File: config.mk
export PLATFORM = sky130hd
export DESIGN_NAME = cache_mem_arbiter
export DESIGN_NICKNAME = d
export VERILOG_FILES = /design/src/rtl/cache_mem_arbiter.sv
export SDC_FILE = /design/constraint.sdc
export NUM_CORES = 1
export LEC_CHECK = 0
export ABC_AREA = 1
export BUFFER_PORTS_ARGS = -buffer_cell sky130_fd_sc_hd__buf_4
export CORE_AREA = 2 2 115 117
export DETAILED_ROUTE_END_ITERATION = 8
export DIE_AREA = 0 0 117 119
export GPL_TIMING_DRIVEN = 0
export PLACE_DENSITY = 0.82
export SLEW_MARGIN = 10
export SYNTH_ARGS = -nofsm -noshare
export SYNTH_HDL_FRONTEND = slang
export SYNTH_SLANG_ARGS = --single-unit
export TNS_END_PERCENT = 10
File: constraint.sdc
create_clock -name clock_i -period 3.1 [get_ports clock_i]
set_input_delay 0.31 -clock clock_i [delete_from_list [all_inputs] [get_ports clock_i]]
set_output_delay 0.31 -clock clock_i [all_outputs]
set_load 0.02 [all_outputs]
File: src/rtl/cache_mem_arbiter.sv
// cache_mem_arbiter: round-robin arbiter sharing one memory command/data port between two cache requesters.
module cache_mem_arbiter #(
  parameter int BW_ADDR  = 26,
  parameter int BW_BLOCK = 2
) (
  input  logic               clock_i,
  input  logic               reset_i,
  input  logic               p0_req_i,
  input  logic               p0_req_block_i,
  input  logic               p0_rw_i,
  input  logic [BW_ADDR-1:0] p0_addr_i,
  output logic               p0_ready_o,
  input  logic [31:0]        p0_wdata_i,
  output logic               p0_wack_o,
  output logic [31:0]        p0_rdata_o,
  output logic               p0_rvalid_o,
  input  logic               p1_req_i,
  input  logic               p1_req_block_i,
  input  logic               p1_rw_i,
  input  logic [BW_ADDR-1:0] p1_addr_i,
  output logic               p1_ready_o,
  input  logic [31:0]        p1_wdata_i,
  output logic               p1_wack_o,
  output logic [31:0]        p1_rdata_o,
  output logic               p1_rvalid_o,
  input  logic               mem_ready_i,
  output logic               mem_req_o,
  output logic               mem_req_block_o,
  output logic               mem_rw_o,
  output logic [BW_ADDR-1:0] mem_addr_o,
  output logic [31:0]        mem_wdata_o,
  input  logic               mem_wack_i,
  input  logic [31:0]        mem_rdata_i,
  input  logic               mem_rvalid_i,
  output logic               owner_o,
  output logic               err_o
);
  typedef enum logic [1:0] {IDLE, RD_XFER, WR_XFER} state_t;
  state_t             state_q;
  logic [1:0]         pv_q, pb_q, prw_q;
  logic [BW_ADDR-1:0] pa_q [2];
  logic [BW_ADDR-1:0] addr_in [2];
  logic [BW_BLOCK:0]  cnt_q, cnt_d, tgt;
  logic               last_q, owner_q, mem_req_q, mem_blk_q, mem_rw_q, err_q;
  logic [BW_ADDR-1:0] mem_addr_q;
  logic [1:0]         req, blk_in, rw_in, rv, wk;
  logic               gnt, beat, stray;
  assign req        = {p1_req_i, p0_req_i};
  assign blk_in     = {p1_req_block_i, p0_req_block_i};
  assign rw_in      = {p1_rw_i, p0_rw_i};
  assign addr_in[0] = p0_addr_i;
  assign addr_in[1] = p1_addr_i;
  assign {p1_ready_o, p0_ready_o} = ~pv_q;
  assign rv = (state_q == RD_XFER && mem_rvalid_i) ? (owner_q ? 2'b10 : 2'b01) : 2'b00;
  assign wk = (state_q == WR_XFER && mem_wack_i) ? (owner_q ? 2'b10 : 2'b01) : 2'b00;
  assign {p1_rvalid_o, p0_rvalid_o} = rv;
  assign {p1_wack_o, p0_wack_o}     = wk;
  assign p0_rdata_o  = mem_rdata_i;
  assign p1_rdata_o  = mem_rdata_i;
  assign mem_wdata_o = owner_q ? p1_wdata_i : p0_wdata_i;
  // With both pending the requester not granted last wins; otherwise whichever is pending.
  assign gnt   = &pv_q ? ~last_q : pv_q[1];
  assign beat  = |{rv, wk};
  assign stray = (mem_rvalid_i && state_q != RD_XFER) || (mem_wack_i && state_q != WR_XFER);
  assign cnt_d = cnt_q + 1'b1;
  assign tgt   = mem_blk_q ? ((BW_BLOCK+1)'(1) << BW_BLOCK) : (BW_BLOCK+1)'(1);
  assign mem_req_o       = mem_req_q;
  assign mem_req_block_o = mem_blk_q;
  assign mem_rw_o        = mem_rw_q;
  assign mem_addr_o      = mem_addr_q;
  assign owner_o         = owner_q;
  assign err_o           = err_q;
  always_ff @(posedge clock_i or posedge reset_i) begin
    if (reset_i) begin
      state_q    <= IDLE;
      cnt_q      <= '0;
      pv_q       <= '0;
      pb_q       <= '0;
      prw_q      <= '0;
      pa_q       <= '{default: '0};
      last_q     <= 1'b1;
      owner_q    <= 1'b0;
      mem_req_q  <= 1'b0;
      mem_blk_q  <= 1'b0;
      mem_rw_q   <= 1'b0;
      mem_addr_q <= '0;
      err_q      <= 1'b0;
    end else begin
      mem_req_q <= 1'b0;
      err_q     <= err_q | stray | (|(req & pv_q));
      for (int n = 0; n < 2; n++)
        if (req[n] && !pv_q[n]) begin
          pv_q[n]  <= 1'b1;
          pb_q[n]  <= blk_in[n];
          prw_q[n] <= rw_in[n];
          pa_q[n]  <= addr_in[n];
        end
      case (state_q)
        IDLE: if (mem_ready_i && |pv_q) begin
          pv_q[gnt]  <= 1'b0;
          mem_req_q  <= 1'b1;
          mem_blk_q  <= pb_q[gnt];
          mem_rw_q   <= prw_q[gnt];
          mem_addr_q <= pa_q[gnt];
          owner_q    <= gnt;
          last_q     <= gnt;
          state_q    <= prw_q[gnt] ? WR_XFER : RD_XFER;
        end
        RD_XFER, WR_XFER: if (beat) begin
          cnt_q <= (cnt_d == tgt) ? '0 : cnt_d;
          if (cnt_d == tgt) state_q <= IDLE;
        end
        default: state_q <= IDLE;
      endcase
    end
  end
endmodule

==> out/metrics.cfg, run 1 <==
[worst_setup_path]
r2r_slack_ns=1.48
critPathSlowestCell=clkbuf_1
startpoint_type=flop
crit_family=buffers and inverters
cp.arrival_ns=1.88
crit_buf_inv=4
crit_fanout=10
r2r-start=state_q[0]
path_depth=6
cpMostUsedCell=nand2_1
timing.rr.end=mem_addr_o[17]
path_class=flop to output port
max_stage_delay_ns=0.45
r2r_cells=9
crit_chain=buf_2, clkinv_1, clkbuf_1, nand2_1, nand2_1, buf_4
end_kind=output port
critPathRequiredTime_ns=2.79

[placement]
pre_cts_ws_ns=1.22
port_buffers=259
dp.cells=949
routabilityCongestion=0.760
hpwl_um=12900

[synth]
ys_seq_area_share_pct=49.3
synth_top_family_by_area=simple AND/OR/NAND/NOR gates
synthSimpleGateAreaFrac_pct=16.8
muxShareOfSynthArea_pct=11.0
syn_area_um2=4820
syn_avg_cell_area_um2=9.40
synth_xor_area_share_pct=0
synth-warning-count=0
synth_cell_types=26
synth_nets=676
synthAdderAreaFrac_pct=1.04
synth_cells=513
ys_seq_elements=95
synth_compound_area_share_pct=6.93

[floorplan]
dieArea_um2=13900
die_h_um=119
die_x_um=117
io_pins=292
core-area_um2=12900
rows=42
initial_core_util_pct=37.5

[routing]
drc=0
drt_iter0_markers=176
first_pass_iters=6
wl_per_cell_um=16.2
num_vias=4345
post_drt_via_cell_ratio=4.50
wirelength_um=15600
ant_nets=0

[timing]
hold_ws_ns=-0.00834
worstMarginPinSlew_ns=0.525
rsz0062_at_grt=no
hold_viol_final=12
timing.fmax_mhz=457
slew_headroom_pct=65.0
fin_tns_setup_ns=0
setup_slack_ns=0.913
fin_crit_ns=2.19
fin_skew_ns=0.00983
finalMaxSlewViolations=0
finalSetupViolations=0
fin_crit_sh_pct=70.6

[status]
outcome=complete, but fails checks
violations=negative hold slack

[clocking]
clk_latency_ns=0.33
holdBufCountCts=0
cts_root_buffer=clkbuf_16
cts_max_level=3
cts.sinks=95
cts_buffers=9
cts-resized-gates=0
cts.clk_slew.worst_paths_ns=0.07
cts_setup_buffers=0
ctsLongestPathBuffers=2
cts_tree=built

[global_route]
grt_pass1_vias=4342
grt_use_total_pct=22.1
grt_pass1_wl_um=23200
grt_max_degree=63
grt-ovfl-total=0
antenna_found_initial=1

[layout]
fillCellCount=1168
syn2layout_area_growth_pct=51.7
final_nets=947
finish.utilization_pct=56.8
layout.area.seq_um2=2380
multiInputGateArea_um2=1720
final_common_cell=buf_4
layout.cells.non_filler=966
drive_above_1_share_pct=52.0
final_cell_mix=buf_4, nand2_1, dfrtp_1

[power]
p_leak_nw=3.94
powerDensity_nw_per_um2=882
vdd_drop_max_v=0.000558

[worst_hold_path]
hold_class=input port to async pin

[job]
maxCapViolations=0

-- worst reg2reg max path, delay by kind of cell, from the launching register on --
family | cells | cell delay [ns]
buf+inv | 4 | 0.46
simple gates | 3 | 0.46
compound gates | 1 | 0.06
flops | 1 | 0.40
fa+ha+maj | 1 | 0.17
-- how the worst max path moves through the flow --
| stage | start | end | slack [ns] |
|---|---|---|---|
| 2_1_floorplan | reset_i | cnt_q[0] | 0.31 |
| 3_3_place_gp | reset_i | mem_addr_o[11] | -0.85 |
| 3_5_place_dp | owner_o | mem_wdata_o[5] | 1.22 |
| 4_1_cts | owner_o | mem_wdata_o[5] | 0.86 |
| 5_1_grt | owner_o | mem_wdata_o[3] | 0.73 |
| 6_report | owner_o | mem_wdata_o[11] | 0.91 |
-- layout make-up --
class	count	share of cell area [%]
flip-flops and latches	95	32.5
repair buffers	260	27.0
multi-input cells	305	23.6
plain buffers	85	8.43
clock buffers	13	3.42
well taps	176	3.01
inverters	28	1.47
clock inverters	3	0.616
diodes	1	0.0342
-- registers in the layout, summed over array words and instances, names as in the netlist --
register	flops
pa_q	52
mem_req_block_o	1
pb_q	2
mem_rw_o	1
prw_q	2
pv_q	2
mem_addr_o	26
err_o	1
cnt_q	3
last_q	1
owner_o	1
mem_req_o	1
state_q	2
-- metal layers --
metal / part of all wire (%) / track usage (%) / vias to the layer above
li1: - / - / 2116
met1: 38 / 26.4 / 2058
met2: 51 / 38.7 / 157
met3: 9.3 / 6.87 / 14
met4: 1.6 / 5.15 / 0
met5: 0 / 0 / -
-- cells by family (layout without fill, tap and decap cells) --
| logic type | count (synthesis) | after routing |
|---|---|---|
| simple gates | 206 | 206 |
| buf+inv | 113 | 389 |
| flops | 95 | 95 |
| compound gates | 48 | 48 |
| mux | 47 | 47 |
| fa+ha+maj | 4 | 4 |
| other cells | 0 | 1 |
-- per-stage QoR --
| stage | total power [mW] | hold WS [ns] | cell area, um2 |
|---|---|---|---|
| CTS | 6.53 | 0.000443 | 7310 |
| detailed placement | 5.43 | 0.363 | 7020 |
| floorplan | 4.11 | 0.434 | 4820 |
| global placement | 5.32 | 0.452 | 6990 |
| global route | 6.92 | 0.0105 | 7320 |
| finish | 6.45 | -0.00834 | 7320 |
-- power by group --
group | internal (mW) | switching, mW
clock network | 0.649 | 0.448
logic | 1.40 | 1.78
registers | 1.85 | 0.324
-- synthesized netlist by cell type (all sizes together) --
master / instances / share of area (%)
nor2: 20 / 2.0
clkbuf: 6 / 0.47
dfstp: 1 / 0.54
buf: 79 / 12
dfrtp: 94 / 49
ha: 4 / 1.0
a21oi: 12 / 1.5
and2: 1 / 0.13
inv: 27 / 2.1
o22ai: 2 / 0.26
o211ai: 9 / 1.5
nand2: 181 / 14
clkinv: 1 / 0.078
nand3: 4 / 0.42
mux2: 47 / 11
a22oi: 18 / 2.8
o21ai: 7 / 0.88
Note: power is estimated with default switching activity, not from simulation.
==> run 2, diff against run 1 <==
Clock period 3.1 ns to 2.1 ns, I/O delays scaled along.
==> run 2 against run 1 <==
- the flow now finishes without violations
- clock power rose by 63%
- register-to-register slack got worse by 1.0 ns
- clock skew is 0.00097 ns lower
- setup slack got worse by 0.79 ns
- wire length grew 1.7%
- total power increased by 51%
- sequential power is 48% higher
- sequential cell count unchanged
- first-iteration DRC count is 13% lower
- largest power group unchanged
==> out/metrics.cfg, run 2 (synthesized netlist as in run 1, its figures left out) <==
[global_route]
grt_pass1_vias=4153
antenna_found_initial=1
grt_pass1_wl_um=23100
grt-ovfl-total=0
grt_max_degree=39
grt_use_total_pct=22.1

[worst_setup_path]
path_class=flop to output port
critPathRequiredTime_ns=1.89
end_kind=output port
cp.arrival_ns=1.77
crit_fanout=10
startpoint_type=flop

[layout]
multiInputGateArea_um2=1720
final_nets=949
regMostFlops=pa_q
final_cell_mix=buf_4, nand2_1, dfrtp_1
largest_register_ff_count=52
syn2layout_area_growth_pct=52.9
layout.area.seq_um2=2380
drive_above_1_share_pct=52.7
final_common_cell=buf_4
fillCellCount=1143
finish.utilization_pct=57.3
n_antenna_cell=0

[floorplan]
io_pins=292
rows=42
core-area_um2=12900
initial_core_util_pct=37.5
die_x_um=117
die_h_um=119
dieArea_um2=13900

[clocking]
cts_buffers=9
ctsLongestPathBuffers=2
cts.clk_slew.worst_paths_ns=0.07
cts_setup_buffers=0
clk_latency_ns=0.34
cts_tree=built
cts_root_buffer=clkbuf_16
cts_max_level=3
cts.sinks=95

[routing]
wl_per_cell_um=16.4
num_vias=4408
ant_nets=0
drc=0
first_pass_iters=4
drt_iter0_markers=153
post_drt_via_cell_ratio=4.56
wirelength_um=15900

[placement]
hpwl_um=13000
routabilityCongestion=0.828
port_buffers=259

[timing]
fin_skew_ns=0.00886
rsz0062_at_grt=yes
finalSetupViolations=0
hold_viol_final=0
fin_crit_sh_pct=94.2
slew_headroom_pct=55.6
fin_crit_ns=1.98
timing.fmax_mhz=505
worstMarginPinSlew_ns=0.665
finalMaxSlewViolations=0
hold_ws_ns=0.104

[status]
outcome=completed

[worst_hold_path]
hold_class=input port to flop

[power]
p_leak_nw=3.97
clock_power_share_pct=18.4
switching_share_pct=39.5
switchingPower_mw=3.84
powerDensity_nw_per_um2=1320
p_int_mw=5.89
pwr-share-seq_pct=33.0
vdd_drop_max_v=0.000825
p_comb_share_pct=48.5
totalPowerFinal_mw=9.74

[job]
maxCapViolations=0

==> run 2: per-stage QoR <==
stage	area, um2	setup TNS, ns	instances	worst slack [ns]
after floorplan	4830	0	513	0.566
after global placement	6990	0	948	0.116
after detailed placement	7030	0	950	0.168
after CTS	7370	0	967	0.0364
after global routing	7380	-0.0226	967	-0.0153
final	7380	0	967	0.121
==> run 2: area by class of cell <==
class / instances / area share, %
flip-flops and latches: 95 / 32.2
repair buffers: 262 / 27.0
multi-input cells: 305 / 23.4
plain buffers: 85 / 8.40
clock buffers: 10 / 3.24
well taps: 176 / 2.99
inverters: 28 / 1.51
clock inverters: 6 / 1.22
==> run 2: path summary, 6_finish.rpt <==
path	from	endpoint	slack, ns	depth (start not counted)
min in group asynchronous	reset_i	pa_q[26]	0.53	3
min reg2reg	pa_q[29]	mem_addr_o[3]	0.47	2
max	owner_o	mem_wdata_o[21]	0.12	6
max reg2reg	state_q[0]	mem_addr_o[17]	0.47	9
min	p0_addr_i[23]	pa_q[49]	0.10	2
max in group asynchronous	reset_i	pa_q[39]	0.75	5
==> run 2: routing by layer <==
metal	vias up	routed length (um)	track usage (%)	share of wire, %
li1	2122	-	-	-
met1	2101	6040	27.7	38
met2	174	8020	37.9	51
met3	9	1650	6.97	10
met4	2	144	3.53	0.91
met5	-	10	0	0.063
==> run 2: power by group through the flow <==
stage / Clock [mW] / Combinational, mW / Sequential (mW)
global placement: 0 / 4.65 / 3.19
global route: 1.87 / 5.14 / 3.31
finish: 1.79 / 4.73 / 3.22
detailed placement: 0 / 4.78 / 3.24
floorplan: 0 / 2.61 / 3.45
CTS: 1.80 / 4.79 / 3.21
==> run 2: worst max-delay path, cell delays in order (launching register included) <==
cell and delay (ns):
dfrtp_1 0.39, buf_2 0.20, inv_4 0.15, clkbuf_1 0.37, nand2_1 0.09, nand2_1 0.09, buf_4 0.15
==> run 2: timing repair <==
item                                    4_1_cts  5_1_grt
gates resized for setup                       2        3
endpoints found under the setup margin       30       18
hold buffers                                  1        0
hold endpoints to repair                     29        0
==> run 3, diff against run 2 <==
--- a/config.mk
+++ b/config.mk
@@ -14,2 +14,3 @@
 export PLACE_DENSITY = 0.82
+export SKIP_LAST_GASP = 1
 export SLEW_MARGIN = 10
--- a/constraint.sdc
+++ b/constraint.sdc
@@ -3,2 +3,2 @@
 set_output_delay 0.21 -clock clock_i [all_outputs]
-set_load 0.02 [all_outputs]
+set_load 0.05 [all_outputs]
==> run 3 against run 2 <==
- non-clock buffer count is the same
- sequential cell count is the same
- sequential share of layout area is the same
- combinational power grew 31%
==> out/metrics.cfg, run 3 (synthesized netlist as in run 1, its figures left out) <==
[clocking]
cts_buffers=9
cts_root_buffer=clkbuf_16
cts.sinks=95
cts.clk_slew.worst_paths_ns=0.07
cts_max_level=3
cts_setup_buffers=0
cts_tree=built
clk_latency_ns=0.33
ctsLongestPathBuffers=2

[worst_setup_path]
timing.rr.end=mem_addr_o[17]
crit_buf_inv=3
startpoint_type=flop
cp.arrival_ns=1.81
r2r_slack_ns=0.47
path_class=flop to output port
max_stage_delay_ns=0.42
crit_family=buffers and inverters
end_kind=output port
crit_chain=buf_2, clkbuf_1, nand2_1, nand2_1, buf_4
critPathSlowestCell=clkbuf_1
critPathRequiredTime_ns=1.89
cpMostUsedCell=nand2_1
crit_fanout=10
r2r_cells=9
r2r-start=state_q[0]

[routing]
post_drt_via_cell_ratio=4.54
wl_per_cell_um=16.4
wirelength_um=15900
num_vias=4393
drc=0
ant_nets=0
drt_iter0_markers=153
first_pass_iters=4

[layout]
n_antenna_cell=0
drive_above_1_share_pct=52.8
fillCellCount=1142
final_nets=949
syn2layout_area_growth_pct=52.9
final_cell_mix=buf_4, nand2_1, dfrtp_1
final_common_cell=buf_4
largest_register_ff_count=52
layout.cells.non_filler=967
regMostFlops=pa_q

[global_route]
grt_max_degree=39
grt_use_total_pct=22.1
grt_pass1_vias=4153
grt_pass1_wl_um=23100
grt-ovfl-total=0
antenna_found_initial=1

[placement]
dp.cells=950
port_buffers=259
pre_cts_ws_ns=0.135
hpwl_um=13000
routabilityCongestion=0.828

[timing]
fin_skew_ns=0.00687
hold_viol_final=0
rsz0062_at_grt=yes
fin_crit_ns=2.02
finalSetupViolations=0
setup_slack_ns=0.0811
timing.fmax_mhz=495
fin_crit_sh_pct=96.1
hold_ws_ns=0.105
finalMaxSlewViolations=0
slew_headroom_pct=55.6
worstMarginPinSlew_ns=0.665

[floorplan]
initial_core_util_pct=37.5
die_h_um=119
core-area_um2=12900
io_pins=292
rows=42
dieArea_um2=13900
die_x_um=117

[power]
vdd_drop_max_v=0.000841
clock_power_share_pct=16.0
powerDensity_nw_per_um2=1520
p_leak_nw=3.98
p_comb_share_pct=55.2
switchingPower_mw=5.26
p_int_mw=5.92
switching_share_pct=47.1
pwr-share-seq_pct=28.8

[job]
maxCapViolations=0

[worst_hold_path]
holdCritStartpoint=p1_addr_i[16]
hold_class=input port to flop
hold_end=pa_q[16]
hold_path_depth=2

[status]
outcome=completed

[run 3: changes by cell type in the layout (fill, tap and decap cells not counted), sizes merged]
| cell | delta |
|---|---|
| clkinv | +1 |
| inv | -1 |
[run 3: worst max-delay path by stage]
stage            start              end  slack [ns]  cells past startpoint
4_1_cts        owner_o  mem_wdata_o[27]       -0.02                      6
3_5_place_dp   owner_o   mem_wdata_o[7]        0.13                      6
2_1_floorplan  owner_o      p1_rvalid_o       -0.03                      4
5_1_grt        owner_o   mem_wdata_o[7]       -0.04                      6
6_report       owner_o  mem_wdata_o[10]        0.08                      5
3_3_place_gp   reset_i         pa_q[22]        0.12                      2
[run 3: metal layers]
layer  up-vias  global-route usage (%)  share of wire, %
li1       2121                       -                 -
met1      2095                    27.7                38
met2       166                    37.9                51
met3         9                    6.97                10
met4         2                    3.53              0.88
met5         -                       0             0.063
[run 3: cell type report]
class | count | area, um2 | share of cell area [%]
sequential | 95 | 2380 | 32.2
buffer | 85 | 621 | 8.41
tap | 176 | 220 | 2.99
clock buffer | 10 | 239 | 3.24
inverter | 28 | 110 | 1.49
timing repair buffer | 262 | 1990 | 27.0
multi-input combinational | 305 | 1720 | 23.4
clock inverter | 6 | 90.1 | 1.22
[run 3: metrics by stage]
step | area, um2 | setup TNS [ns] | total power [mW] | utilization [%]
floorplan | 4830 | -0.0515 | 7.47 | -
CTS | 7370 | -0.0430 | 11.3 | 57.3
finish | 7380 | 0 | 11.2 | 57.3
global placement | 6990 | 0 | 9.29 | 54.3
global route | 7380 | -0.255 | 11.8 | 57.3
detailed placement | 7030 | 0 | 9.46 | 54.6
[run 3: power by group through the flow]
stage / registers, mW / logic [mW] / clock network, mW
5_1_grt: 3.31 / 6.59 / 1.87
6_report: 3.22 / 6.18 / 1.79
4_1_cts: 3.21 / 6.24 / 1.80
3_3_place_gp: 3.19 / 6.10 / 0
3_5_place_dp: 3.24 / 6.22 / 0
2_1_floorplan: 4.07 / 3.41 / 0
[run 3: repair_timing]
action	4_1_cts	5_1_grt
endpoints found under the setup margin	30	27
hold buffers	1	0
hold endpoints to repair	29	0
gates resized for setup	2	4
[run 3: worst register-to-register path: stages (launching register included)]
cell      delay [ns]
dfrtp_1         0.40
inv_1           0.09
ha_1            0.17
inv_1           0.07
nor2_4          0.19
inv_2           0.12
nor2_8          0.21
buf_6           0.18
nand2_2         0.07
o211ai_2        0.05
